`src/rtl/bus_arb_pkg.sv`:
```
// Shared definitions for the 4-way round-robin bus arbiter.
// Exports: NUM_REQ, bus_arb_state_t {IDLE, OWN}, rr_next(req, ptr) -> winner index.
// rr_next is pure combinational logic; no ports or clocking here.
package bus_arb_pkg;

  localparam int NUM_REQ = 4;

  typedef enum logic {
    IDLE = 1'b0,
    OWN  = 1'b1
  } bus_arb_state_t;

  // Search ptr+1, ptr+2, ptr+3, ptr (mod 4). Walking from the farthest
  // candidate back to the nearest lets the nearest requester overwrite last.
  // Returns ptr when nothing is requesting; callers qualify with |req.
  function automatic logic [1:0] rr_next(input logic [NUM_REQ-1:0] req,
                                         input logic [1:0]         ptr);
    logic [1:0] idx;
    rr_next = ptr;
    for (int k = NUM_REQ; k >= 1; k--) begin
      idx = ptr + 2'(k);
      if (req[idx]) rr_next = idx;
    end
  endfunction

endpackage

```
`src/rtl/bus_arb_rr_pick.sv`:
```
// Combinational round-robin picker for the bus arbiter.
// Ports: req (per-requester request), ptr (last owner) -> winner, any_req.
// Zero latency; winner is only meaningful while any_req is high.
module bus_arb_rr_pick
  import bus_arb_pkg::*;
(
  input  logic [NUM_REQ-1:0] req,
  input  logic [1:0]         ptr,
  output logic [1:0]         winner,
  output logic               any_req
);

  assign winner  = rr_next(req, ptr);
  assign any_req = |req;

endmodule

```
`src/rtl/mux_4to1.sv`:
```
// 16-bit 4:1 data mux driving the shared internal bus.
// Ports: D0..D3 data inputs, S select, Y selected word.
// Purely combinational; no clock, no backpressure.
module mux_4to1 (
  input  logic [15:0] D0,
  input  logic [15:0] D1,
  input  logic [15:0] D2,
  input  logic [15:0] D3,
  input  logic [1:0]  S,
  output logic [15:0] Y
);

  always_comb begin
    Y = D0;
    case (S)
      2'd0:    Y = D0;
      2'd1:    Y = D1;
      2'd2:    Y = D2;
      default: Y = D3;
    endcase
  end

endmodule

```
`src/rtl/bus_arbiter_4.sv`:
```
// Round-robin arbiter/sequencer for the shared 16-bit bus: one owner at a time,
// drives the mux select and registers each transferred beat onto bus_out.
// Ports: Clk, Reset (sync, active-low), req/last/din0..3 in; gnt, sel, bus_valid,
// bus_out, busy, timeout out. Grant 1 cycle after req; data 1 cycle after beat.
// Optional macro BUS_ARB_TIMEOUT_EN: revoke ownership after MAX_HOLD beats when
// another requester waits (timeout pulse); when undefined, timeout is tied to 0.
module bus_arbiter_4
  import bus_arb_pkg::*;
#(
  parameter int unsigned MAX_HOLD = 8
) (
  input  logic        Clk,
  input  logic        Reset,
  input  logic [3:0]  req,
  input  logic [3:0]  last,
  input  logic [15:0] din0,
  input  logic [15:0] din1,
  input  logic [15:0] din2,
  input  logic [15:0] din3,
  output logic [3:0]  gnt,
  output logic [1:0]  sel,
  output logic        bus_valid,
  output logic [15:0] bus_out,
  output logic        busy,
  output logic        timeout
);

  if (MAX_HOLD < 1 || MAX_HOLD > 255) begin : g_bad_max_hold
    $error("bus_arbiter_4: MAX_HOLD must be in 1..255");
  end

  bus_arb_state_t state_q, state_d;
  logic [3:0]     gnt_q, gnt_d;
  logic [1:0]     sel_q, sel_d;
  logic [1:0]     ptr_q, ptr_d;
  logic           valid_q, valid_d;
  logic [15:0]    data_q, data_d;
  logic           tmo_q, tmo_d;
  logic [1:0]     winner;
  logic           any_req;
  logic [15:0]    mux_y;

  bus_arb_rr_pick u_pick (
    .req     (req),
    .ptr     (ptr_q),
    .winner  (winner),
    .any_req (any_req)
  );

  mux_4to1 u_mux (
    .D0 (din0),
    .D1 (din1),
    .D2 (din2),
    .D3 (din3),
    .S  (sel_q),
    .Y  (mux_y)
  );

`ifdef BUS_ARB_TIMEOUT_EN
  localparam logic [8:0] HOLD9 = 9'(MAX_HOLD);

  logic [7:0] cnt_q, cnt_d;
  logic [8:0] beats_now;
  logic       other_req;

  // Beats including the one on this edge; 9 bits so 255+1 cannot wrap.
  assign beats_now = {1'b0, cnt_q} + 9'd1;
  assign other_req = |(req & ~gnt_q);
`endif

  always_comb begin
    state_d = state_q;
    gnt_d   = gnt_q;
    sel_d   = sel_q;
    ptr_d   = ptr_q;
    valid_d = 1'b0;
    data_d  = data_q;
    tmo_d   = 1'b0;
`ifdef BUS_ARB_TIMEOUT_EN
    cnt_d   = cnt_q;
`endif
    case (state_q)
      IDLE: begin
        if (any_req) begin
          state_d = OWN;
          gnt_d   = 4'b0001 << winner;
          sel_d   = winner;
          ptr_d   = winner;
`ifdef BUS_ARB_TIMEOUT_EN
          cnt_d   = '0;
`endif
        end
      end
      OWN: begin
        if (!req[sel_q]) begin
          // Owner withdrew: release without capturing.
          state_d = IDLE;
          gnt_d   = '0;
        end else begin
          valid_d = 1'b1;
          data_d  = mux_y;
          if (last[sel_q]) begin
            state_d = IDLE;
            gnt_d   = '0;
          end
`ifdef BUS_ARB_TIMEOUT_EN
          // ptr already names this owner, so it is searched last next time.
          else if (beats_now >= HOLD9 && other_req) begin
            state_d = IDLE;
            gnt_d   = '0;
            tmo_d   = 1'b1;
          end else begin
            cnt_d = (beats_now >= HOLD9) ? HOLD9[7:0] : beats_now[7:0];
          end
`endif
        end
      end
      default: begin
        state_d = IDLE;
        gnt_d   = '0;
      end
    endcase
  end

  always_ff @(posedge Clk) begin
    if (!Reset) begin
      state_q <= IDLE;
      gnt_q   <= '0;
      sel_q   <= '0;
      ptr_q   <= 2'd3;
      valid_q <= 1'b0;
      data_q  <= '0;
      tmo_q   <= 1'b0;
`ifdef BUS_ARB_TIMEOUT_EN
      cnt_q   <= '0;
`endif
    end else begin
      state_q <= state_d;
      gnt_q   <= gnt_d;
      sel_q   <= sel_d;
      ptr_q   <= ptr_d;
      valid_q <= valid_d;
      data_q  <= data_d;
      tmo_q   <= tmo_d;
`ifdef BUS_ARB_TIMEOUT_EN
      cnt_q   <= cnt_d;
`endif
    end
  end

  assign gnt       = gnt_q;
  assign sel       = sel_q;
  assign bus_valid = valid_q;
  assign bus_out   = data_q;
  assign busy      = (state_q == OWN);
  assign timeout   = tmo_q;

endmodule

```
`config.mk`:
```
export PLATFORM = sky130hd
export DESIGN_NAME = bus_arbiter_4
export DESIGN_NICKNAME = d
export VERILOG_FILES = /design/src/rtl/bus_arb_pkg.sv /design/src/rtl/bus_arb_rr_pick.sv /design/src/rtl/mux_4to1.sv /design/src/rtl/bus_arbiter_4.sv
export SDC_FILE = /design/constraint.sdc
export NUM_CORES = 1
export LEC_CHECK = 0
export ABC_AREA = 1
export CAP_MARGIN = 10
export CORE_MARGIN = 1.5
export CORE_UTILIZATION = 42
export DETAILED_ROUTE_END_ITERATION = 6
export PLACE_DENSITY = 0.87
export SLEW_MARGIN = 20
export SYNTH_ARGS = -nofsm -noshare
export SYNTH_HDL_FRONTEND = slang
export SYNTH_HIERARCHICAL = 1
export SYNTH_SLANG_ARGS = --single-unit
export TNS_END_PERCENT = 50
```
`constraint.sdc`:
```
create_clock -name Clk -period 2.4 [get_ports Clk]
set_input_delay 0.6 -clock Clk [delete_from_list [all_inputs] [get_ports Clk]]
set_output_delay 0.6 -clock Clk [all_outputs]
set_load 0.01 [all_outputs]
```
==> metrics.txt <==
CTS tree done; final WL 5050 um; Top Ports approximately 100; RSZ-0062 raised after global routing false; HP Class reg -> reg; # fillers 339; number of global-route vias before repair around 1900; dpl ws around 240 ps; P&R area growth vs syn 55.9%; Final HPWL DP roughly 4000 um; pwr dens approximately 810 nW/um^2; most common cell after layout, fill and taps aside clkdlybuf4s50_1; total core area around 4000 sq um; Unique masters post-synth 27; first-pass GRT wire length around 8200 um; clock skew 3.68 ps; mux contribution to synthesized area 0%; syn nets between 300 and 400; Die Span Y about 68 um; post-synthesis compound-gate area fraction a little over 8%; Initial Util 43.7%; post-route insts no fill slightly above 400; Synth top area share between 20% and 30%; Seq/Total Area, Yosys ~30%; crit path DAT 2140 ps; Largest stage delay, worst path 520 ps; max frequency approximately 520 MHz; Post-synth EDFFs 0; Lkg Pwr 0.00113 uW; die area between 4000 and 5000 sq um; leading register cell type out of synthesis dfxtp_1; maximum VDD drop between 400 and 500 uV; maximum clock insertion buffer count 2; chip width between 60 and 70 um; most used cell, CP nand2_1; Synth Instances about 270; setup ws final approximately 470 ps; Syn Area/Cell approximately 6.5 sq um; Multi-input gate area around 980 sq um; port buffer count 97; Site Rows 23; CP endpoint kind flop; async set-or-reset flop fraction in the synthesized netlist 0%; adder-cell share of the synthesized area 0%; TritonRoute pass-1 iters 4; CTS buffer count 3; status finished clean; Final Critical Period 1930 ps; cell count after placement a little over 400; final number of hold-violating endpoints 0; commonest non-fill, non-tap cells in the layout clkdlybuf4s50_1 (97), nand3_1 (57), nand2_1 (54); vias per inst roughly 5.1; DR vias between 2000 and 2500; final period utilization roughly four fifths; Sequential Area 520 sq um; combinational family with the most area after synthesis simple AND/OR/NAND/NOR gates; Fin Setup TNS 0 ps; gpl congestion between 0.8 and 0.9; H-tree depth 1; crit path max-delay cell type clkdlybuf4s50_1; Clock Sinks 26; diode count 0; clock-pin transition on the worst setup and hold timing paths roughly 90 ps; Post-CTS Resized 0; critical-path cell list clkdlybuf4s50_1, inv_1, nand2_1, nand3_1, o211ai_1, nand3_1, nand2_1, inv_1, nor2_1, nand2_1, a21oi_1; Routed Antenna Nets 0; final-report max-slew violation count 0; root buffer cell clkbuf_8; DRC 0; Final #Nets between 400 and 500; starting DRC count in detailed routing 84; post-synthesis simple-gate area fraction approximately 48%; hold_buf cts 0; Yosys top cell by area dfxtp_1; Post-CTS Setup Inserts 0; wire per inst roughly 12 um; final setup violation count 0; startpoint class of the critical path input pin; share of cells above drive strength 1 just over 7%; Worst-Skew Late Latency approximately 270 ps; initial antenna violation count 0; # Max-Cap Violations 0; GRT Total Usage 22.9%; largest net degree at the start of global routing 40; Worst Path Required between 2000 and 3000 ps; critical path class in -> reg; Synth Warn # 6; GRT overflow 0; Post-Syn Area about 1700 sq um; Synth Area in XOR/XNOR 0%; Worst Path Max Fanout 3; Synth Register Bits 26; top post-synthesis cells by area dfxtp_1 (30%), nand3_1 (16%), nand2_1 (12%)
==> worst max-delay path, delay by kind of cell <==
kind | cells | cell delay, ps
AO/OA/AOI/OAI | 2 | 270
AND/OR/NAND/NOR | 6 | 630
buffers and inverters | 3 | 640
==> final timing paths <==
check / from / to / slack [ps] / cells after the start
max reg2reg: ptr_q[0] / gnt[2] / 680 / 12
min reg2reg: gnt[3] / gnt[3] / 470 / 2
max: req[3] / gnt[2] / 470 / 11
min: gnt[3] / gnt[3] / 470 / 2
==> layer usage <==
| metal | wire [um] | part of all wire [%] | global-route usage [%] |
|---|---|---|---|
| met1 | 2080 | 41 | 27.0 |
| met2 | 2410 | 48 | 39.8 |
| met3 | 488 | 9.7 | 7.00 |
| met4 | 80 | 1.6 | 6.63 |
| met5 | 0 | 0 | 0 |
==> report_power, final <==
part           leakage [uW]  switching (uW)  internal, uW  total, uW
Clock             0.0000357             136           223        359
Combinational      0.000879             695           527       1220
Sequential         0.000214            80.6           535        615
Total               0.00113             912          1280       2200
==> Yosys cell counts, types with 2 or more instances <==
cell type / instances
buf_4: 4
dfxtp_1: 26
inv_2: 4
nor2_1: 36
o21ai_0: 8
o21ai_1: 10
inv_6: 2
nand4_1: 17
nand2_1: 54
buf_2: 2
inv_1: 16
buf_6: 7
nand3_1: 57
a21oi_1: 8
nand2_2: 8
==> logic make-up after synthesis <==
kind of cell,after synthesis
simple gates,177
flops,26
other cells,1
buf+inv,39
compound gates,28
==> registers in the layout (all words and copies together) (netlist names) <==
name,count
bus_valid,1
busy,1
sel,2
bus_out,16
gnt,4
ptr_q,2
==> layout make-up <==
cell class,instances,share of cell area [%]
sequential,26,19.1
multi-input combinational,206,36.0
inverter,23,3.53
timing repair buffer,100,36.4
clock buffer,3,1.51
tap,50,2.29
clock inverter,1,1.10
==> per-stage QoR <==
| stage | hold slack, ps | utilization (%) | area (sq um) | power [uW] |
|---|---|---|---|---|
| 2_1_floorplan | 466 | - | 1750 | 1490 |
| 3_3_place_gp | 453 | 66.4 | 2660 | 1820 |
| 3_5_place_dp | 453 | 66.4 | 2660 | 1840 |
| 4_1_cts | 467 | 68.2 | 2730 | 2200 |
| 5_1_grt | 487 | 68.2 | 2730 | 2370 |
| 6_report | 467 | 68.2 | 2730 | 2200 |
Power figures use the tool's default switching activity.
